<file path="src/rtl/traffic_pkg.sv">
// traffic_pkg: shared state encoding and density threshold for smart_intersection
package traffic_pkg;
  typedef enum logic [2:0] {ALL_RED, GREEN, YELLOW, PED_WALK, EMERG} state_e;
  localparam logic [1:0] DENS_HI = 2'b10;
endpackage

</file>
<file path="src/rtl/phase_timer.sv">
// phase_timer: phase counter with clear and terminal compare
//   clk, reset_n : clock, async active-low reset
//   clr          : restart the count at zero (state entry)
//   tc           : terminal count (phase length - 1)
//   done         : count has reached tc; the count saturates so done holds while a phase is extended
module phase_timer #(
  parameter int CNT_W = 8
) (
  input  logic             clk,
  input  logic             reset_n,
  input  logic             clr,
  input  logic [CNT_W-1:0] tc,
  output logic             done
);
  logic [CNT_W-1:0] cnt_q, cnt_d;
  always_comb cnt_d = clr ? '0 : (&cnt_q ? cnt_q : cnt_q + 1'b1);
  always_ff @(posedge clk or negedge reset_n)
    if (!reset_n) cnt_q <= '0;
    else cnt_q <= cnt_d;
  assign done = cnt_q >= tc;
endmodule

</file>
<file path="src/rtl/smart_intersection.sv">
// smart_intersection: round-robin traffic light controller with pedestrian and emergency handling
//   clk, reset_n        : clock, async active-low reset
//   ped_req             : pedestrian request pulses, latched until served
//   emerg_req           : emergency request levels, lowest index wins
//   density             : 2-bit density per approach, sampled at green entry
//   light_red/yellow/green, ped_walk : per-approach lamp and walk drives
//   active_idx          : approach being served
//   emerg_active        : high while in emergency pre-emption
module smart_intersection
  import traffic_pkg::*;
#(
  parameter int N_APPROACH  = 4,
  parameter int CNT_W       = 8,
  parameter int T_CLR       = 2,
  parameter int T_GREEN_MIN = 8,
  parameter int T_GREEN_MAX = 15,
  parameter int T_YELLOW    = 3,
  parameter int T_PED       = 6,
  parameter int T_EMERG     = 10
) (
  input  logic                          clk,
  input  logic                          reset_n,
  input  logic [N_APPROACH-1:0]         ped_req,
  input  logic [N_APPROACH-1:0]         emerg_req,
  input  logic [2*N_APPROACH-1:0]       density,
  output logic [N_APPROACH-1:0]         light_red,
  output logic [N_APPROACH-1:0]         light_yellow,
  output logic [N_APPROACH-1:0]         light_green,
  output logic [N_APPROACH-1:0]         ped_walk,
  output logic [$clog2(N_APPROACH)-1:0] active_idx,
  output logic                          emerg_active
);
  localparam int IW = $clog2(N_APPROACH);
  state_e                state_q, state_d;
  logic [IW-1:0]         idx_q, idx_d, ek, nxt_idx;
  logic [N_APPROACH-1:0] ped_q, ped_d, walk_q, walk_d, onehot;
  logic                  long_q, long_d, any_e, done, ped_entry, green_entry;
  logic [CNT_W-1:0]      tc;
  logic [1:0]            dens [N_APPROACH];
  phase_timer #(.CNT_W(CNT_W)) u_timer (
    .clk     (clk),
    .reset_n (reset_n),
    .clr     (state_d != state_q),
    .tc      (tc),
    .done    (done)
  );
  always_comb begin
    ek = '0;
    for (int k = N_APPROACH - 1; k >= 0; k--) if (emerg_req[k]) ek = IW'(k);
    for (int k = 0; k < N_APPROACH; k++) dens[k] = density[2*k +: 2];
  end
  assign any_e   = |emerg_req;
  assign nxt_idx = (idx_q == IW'(N_APPROACH - 1)) ? '0 : idx_q + 1'b1;
  // A pending walk request cuts a long green back to the minimum.
  assign tc = state_q == GREEN    ? ((|ped_q || !long_q) ? CNT_W'(T_GREEN_MIN - 1) : CNT_W'(T_GREEN_MAX - 1)) :
              state_q == YELLOW   ? CNT_W'(T_YELLOW - 1) :
              state_q == PED_WALK ? CNT_W'(T_PED - 1) :
              state_q == EMERG    ? CNT_W'(T_EMERG - 1) : CNT_W'(T_CLR - 1);
  always_ff @(posedge clk or negedge reset_n)
    if (!reset_n) begin
      state_q <= ALL_RED;
      idx_q   <= '0;
      ped_q   <= '0;
      walk_q  <= '0;
      long_q  <= 1'b0;
    end else begin
      state_q <= state_d;
      idx_q   <= idx_d;
      ped_q   <= ped_d;
      walk_q  <= walk_d;
      long_q  <= long_d;
    end
  // The index advances on entry to ALL_RED, so the all-red exit serves idx_q directly.
  always_comb begin
    state_d = state_q;
    idx_d   = idx_q;
    case (state_q)
      ALL_RED: if (done) begin
        state_d = any_e ? EMERG : GREEN;
        idx_d   = any_e ? ek : idx_q;
      end
      GREEN:
        if (any_e && ek == idx_q) state_d = EMERG;
        else if (any_e || done) state_d = YELLOW;
      YELLOW: if (done) begin
        state_d = (|ped_q && !any_e) ? PED_WALK : ALL_RED;
        idx_d   = (|ped_q && !any_e) ? idx_q : nxt_idx;
      end
      PED_WALK: if (done) begin
        state_d = ALL_RED;
        idx_d   = nxt_idx;
      end
      EMERG: if (done && !emerg_req[idx_q]) begin
        state_d = ALL_RED;
        idx_d   = nxt_idx;
      end
      default: state_d = ALL_RED;
    endcase
    ped_entry   = state_d == PED_WALK && state_q != PED_WALK;
    green_entry = state_d == GREEN && state_q != GREEN;
    ped_d       = ped_entry ? '0 : ped_q | ped_req;
    walk_d      = ped_entry ? ped_q | ped_req : walk_q;
    long_d      = green_entry ? dens[idx_d] >= DENS_HI : long_q;
  end
  always_comb begin
    onehot       = N_APPROACH'(1) << idx_q;
    light_green  = (state_q == GREEN || state_q == EMERG) ? onehot : '0;
    light_yellow = state_q == YELLOW ? onehot : '0;
    light_red    = ~(light_green | light_yellow);
    ped_walk     = state_q == PED_WALK ? walk_q : '0;
    emerg_active = state_q == EMERG;
    active_idx   = idx_q;
  end
endmodule
</file>
<file path="config.mk">
export PLATFORM = sky130hd
export DESIGN_NAME = smart_intersection
export DESIGN_NICKNAME = d
export VERILOG_FILES = /design/src/rtl/traffic_pkg.sv /design/src/rtl/phase_timer.sv /design/src/rtl/smart_intersection.sv
export SDC_FILE = /design/constraint.sdc
export NUM_CORES = 1
export LEC_CHECK = 0
export ABC_CLOCK_PERIOD_IN_PS = 4000
export CAP_MARGIN = 20
export CORE_UTILIZATION = 50
export CTS_CLUSTER_DIAMETER = 30
export DETAILED_ROUTE_END_ITERATION = 8
export GPL_TIMING_DRIVEN = 0
export PLACE_DENSITY_LB_ADDON = 0.08
export SYNTH_ARGS = -nofsm -noshare
export SYNTH_HDL_FRONTEND = slang
export SYNTH_SLANG_ARGS = --single-unit
</file>
<file path="constraint.sdc">
create_clock -name clk -period 4 [get_ports clk]
set_clock_uncertainty 0.1 [all_clocks]
set_input_delay 0.4 -clock clk [delete_from_list [all_inputs] [get_ports clk]]
set_output_delay 0.4 -clock clk [all_outputs]
set_load 0.02 [all_outputs]
</file>
Word level (Yosys, flattened, before mapping)
Cells that the tools add are included.

storage, ports and cells
  flip-flop bits (word level) = 22
  output and inout bits = 19
  logic and storage cells = 81

operators by class
  add/sub/neg operators = 2
  magnitude comparators = 4
  equality and inequality tests = 12
  shift-type cells = 1
  mux-type cells = 37
  bitwise logic cells = 4
  reduce and logical (&&, ||, !) cells = 15

operators with widths
  operator                                                                      count
  4-bit two-way mux                                                             9
  2-bit two-way mux                                                             14
  3-bit two-way mux                                                             7
  8-bit two-way mux                                                             2
  3-bit case mux with 5 select lines                                            1
  3-bit by 2-bit equality test with 1-bit output, second input constant         3
  8-bit by 1-bit adder with 8-bit output, second input constant                 1
  8-bit by 4-bit greater-or-equal comparator with 1-bit output                  1
  4-bit OR                                                                      2
  2-bit case mux with 4 select lines                                            1
  8-bit AND reduction                                                           1
  4-bit OR reduction                                                            2
  3-bit by 1-bit equality test with 1-bit output, second input constant         2
  1-bit logical AND                                                             5
  2-bit binary-select mux with 2-bit select                                     1
  4-bit inverter                                                                1
  1-bit by 2-bit left shift with 4-bit output, first input constant             1
  3-bit equality test, second input constant                                    1
  3-bit greater-or-equal comparator, second input constant                      1
  1-bit logical NOT                                                             3
  3-bit logical NOT                                                             1
  1-bit logical OR                                                              3
  2-bit by 3-bit less-than comparator with 1-bit output, second input constant  1
  3-bit by 1-bit inequality test with 1-bit output, second input constant       1
  other kinds (10)                                                              10

Depth between registers and ports, before layout
  word-level depth = 14
  depth in mapped cells = 13
  depth with buffers taken out = 12

Modules after synthesis
A second synthesis with hierarchy kept.

unflattened totals
  cell total of the unflattened synthesis = 235
  area total of the unflattened synthesis = 1893.1 sq um

modules (own cells, without submodules)
  module              times used  cells an instance  area an instance (sq um)  seq. area each (sq um)
  smart_intersection  1           163                1273.7                    350.3
  phase_timer         1           72                 619.3                     200.2

Worst setup path before layout
Ideal clock, no wire load.

  kind = reg2reg
  from = register ped_q[0]
  to = register long_q
  setup time = 0.095 ns
  arrival = 2.892 ns
  required time = 3.805 ns
  setup slack = 0.912 ns
  stages on the path, launching flop included = 12
  buffers on the path = 0
  clock period less this slack = 3.088 ns
  cell sequence = dfrtp_1 > nor4_1 > nand4b_1 > a21o_1 > ha_1 > or3b_1 > o2111ai_2 > a221oi_2 > o31ai_2 > and3_4 > a211oi_1 > o31ai_1

between the ends
  cells in the longest elaborated chain, start to end = 13

ends and longest elaborated chain
  item                                                          RTL line                                                                      source
  from (decl)                                                   smart_intersection.sv:36                                                      logic [N_APPROACH-1:0] ped_q, ped_d, walk_q, walk_d, onehot;
  from (signal assigned)                                        smart_intersection.sv:69                                                      ped_q <= ped_d;
  4-bit OR reduction (*)                                        smart_intersection.sv:55, smart_intersection.sv:86, smart_intersection.sv:87
  1-bit logical OR                                              smart_intersection.sv:55                                                      assign tc = state_q == GREEN ? ((|ped_q || !long_q) ? CNT_W'(T_GREEN_MIN - 1) : CNT_W'(T_GREEN_MAX - 1)) :
  4-bit two-way mux (2 in a row)                                smart_intersection.sv:55
  8-bit by 4-bit greater-or-equal comparator with 1-bit output  phase_timer.sv:20                                                             assign done = cnt_q >= tc;
  1-bit logical AND                                             smart_intersection.sv:93                                                      EMERG: if (done && !emerg_req[idx_q]) begin
  2-bit two-way mux                                             smart_intersection.sv:93
  2-bit case mux with 4 select lines                            smart_intersection.sv:77                                                      case (state_q)
  2-bit inverter with 3-bit output (not written as such)        smart_intersection.sv:103                                                     long_d = green_entry ? dens[idx_d] >= DENS_HI : long_q;
  2-bit binary-select mux with 2-bit select                     smart_intersection.sv:103
  2-bit two-way mux (not written as such) (2 in a row)          smart_intersection.sv:103
  2-bit greater-or-equal comparator                             smart_intersection.sv:103
  to (signal assigned)                                          smart_intersection.sv:71                                                      long_q <= long_d;
  to (decl)                                                     smart_intersection.sv:37                                                      logic long_q, long_d, any_e, done, ped_entry, green_entry;

Every way passes the cells marked *; elsewhere a longest branch is shown, timed or not. The select of a mux whose other input is x is not followed.
A chain may end at the register's enable or synchronous reset.

Worst setup path after layout
Ends and elaborated chain as after synthesis.

==> out/metrics.csv <==
metric,value,unit
status,"complete, no violations",
fillers,279,
antenna_found_initial,0,
num_io_pins,37,
gp_congestion,0.961,
startpoint_type,flip-flop,
slew_viol_final,0,
ant_nets,0,
synth_top_family_by_area,simple AND/OR/NAND/NOR gates,
multi_input_area,1020,um^2
path_max_fanout,4,
startpoint,ped_q[0],
synth_compound_area_frac,0.223,
numCtsBuffers,3,
cp_num_cells,11,
cp.arrival,3750,ps
worstPathCellList,nor4_1 > nand4b_1 > a21o_1 > ha_1 > or3b_1 > o2111ai_2 > a221oi_2 > o31ai_2 > and3_4 > a211oi_1 > o31ai_1,
period_share,0.904,
synth_adder_area_share,0.0686,
synth.area.mux_share,0.0198,
dieWidth,59.3,um
use_met2,0.411,
dp_hpwl,2980,um
dp.cells,263,
synth_cell_type_count,52,
critPathMaxStageDelay,740,ps
worstSetupPathType,flip-flop to flip-flop,
routed-via-count,1557,
r2r_end,long_q,
grt_setup_unrepaired,no,
leakage,0.857,nW
grt_start_max_net_pins,23,
fin_nets,252,
viasPerCell,5.81,
drtIter0Drc,84,
power,1.17,mW
synthArstFlopShare,1.00,
crit_path_end,long_q,
htreeDepth,1,
fin_crit,3620,ps
port_buffers,32,
syn-instance-count,187,
core_area,3080,um^2
wirelength,3820,um
ys_seq_area_frac,0.336,
post_cts_buffers,0,
grtUsageTotal,0.241,
grt_use_met1,0.291,
diodes,0,
holdCritPathClass,input pin to asynchronous set/reset pin,
worstMarginPinSlew,829,ps
finalSetupViolCount,0,
area_delta_synth_final,26.8,%
crit_required,4130,ps
ctsResizeCount,0,
grt.busiest_layer,met2,
synth_edf_count,0,
clockRootBuffer,clkbuf_4,
cellPowerDensity,561,nW/um^2
route.detailed.drc,0,
final_cells,268,
routedWlPerCell,14.3,um
peakVddDrop,0.000293,V
stdcell_area,2080,um^2
die_y,59.3,um
reg2reg_depth,11,
fin_setup_tns,0,ps
synth_seq_cells,22,
synth_fp_nets,214,
fmaxAchievable,276,MHz
syn_avg_cell_area,8.77,um^2
r2r_start,ped_q[0],
endpoint_kind,flip-flop,
ys.flop_type,dfrtp_1,
yosysWarnings,0,
drive_above_1_share,0.107,
dr.pass1.iters,5,
cpLargestDelayFamily,simple AND/OR/NAND/NOR gates,
gr-total-overflow,0,
synth-simple-area-share,0.292,
std_cell_rows,20,
maxCapViolations,0,
start_util,0.533,
slowest_stage,nor4_1,
netlist_area,1640,um^2
reg2reg_slack,380,ps
dpl_worst_slack,520,ps
detailed_place.area,2020,um^2
final_critical_path_setup_slack,383,ps
holdBufCountCts,0,
final-hold-violation-count,0,
final_common_cell,clkdlybuf4s50_1,
grt_pass1_vias,1494,
synthXorXnorAreaFrac,0.0160,
dieArea,3510,um^2
critPathBufInv,0,
ctsLongestPathBuffers,2,
seqCellArea,551,um^2
met3_usage,0.0371,
grt_first_pass_wirelength,6420,um
cts_tree,done,
clk_pin_slew,120,ps
clkLatencyLatePin,310,ps
whs,173,ps
max_slew_margin,0.443,
final_util,0.676,
cts.sinks,22,
final_cell_mix,"clkdlybuf4s50_1 (32), nor2_1 (28), dfrtp_1 (22)",
## worst register-to-register path, cell delays in order, from the launching register on
cell       delay, ps
dfrtp_1          420
nor4_1           740
nand4b_1         180
a21o_1           220
ha_1             260
or3b_1           410
o2111ai_2        140
a221oi_2         130
o31ai_2          370
and3_4           260
a211oi_1          80
o31ai_1          230
## cell families after synthesis
family / count (synthesis)
buffers and inverters: 16
DFF: 22
muxes: 2
and+or+nand+nor: 87
xor gates and xnor gates: 3
AOI/OAI and AO/OA: 48
adders and majority gates: 9
## how the worst min path moves through the flow
stage,start,endpoint,cells past startpoint
after floorplan,reset_n,active_idx[0],0
after global placement,walk_q[0],walk_q[0],2
after detailed placement,walk_q[2],walk_q[2],2
after CTS,walk_q[2],walk_q[2],2
after global routing,reset_n,u_timer.cnt_q[5],1
final,reset_n,u_timer.cnt_q[5],1
## final cells by class
class	instances	area share
Multi-Input combinational cell	149	0.489
Inverter	12	0.0217
Sequential cell	22	0.265
Timing Repair Buffer	33	0.167
Tap cell	44	0.0265
Buffer	4	0.0132
Clock buffer	4	0.0174
## sequential cells by signal (all words and copies together), names as in the netlist
register       flops
active_idx         2
walk_q             4
u_timer.cnt_q      8
long_q             1
ped_q              4
state_q            3
## synth_stat cells, types with 2 or more instances
library cell   n  share of area
nor3_1         3         0.0092
or4_4          2          0.014
ha_1           9          0.069
nor4_1         3          0.011
dfrtp_1       22           0.34
o21ai_0        9          0.027
inv_1         12          0.027
nand4_1        4          0.015
and2_1        10          0.038
nand3_1        5          0.015
a211oi_1       5          0.023
nand2b_1       3          0.011
o21ai_1        4          0.012
o211ai_1       2         0.0092
a21oi_1        6          0.018
nand2_1       12          0.027
a31oi_1        3          0.011
xor2_1         2          0.011
and3_1         7          0.027
nor2_1        28          0.064
a21o_1         5          0.023
## routing by layer
layer,vias to the layer above,wire length (um)
li1,755,-
met1,738,1630
met2,56,1900
met3,8,193
met4,0,93
met5,-,0
## where the power goes
part | internal [mW] | switching [mW]
sequential | 0.264 | 0.0640
combinational | 0.316 | 0.398
clock | 0.0556 | 0.0681
total | 0.636 | 0.530
(Power assumes the default switching activity.)
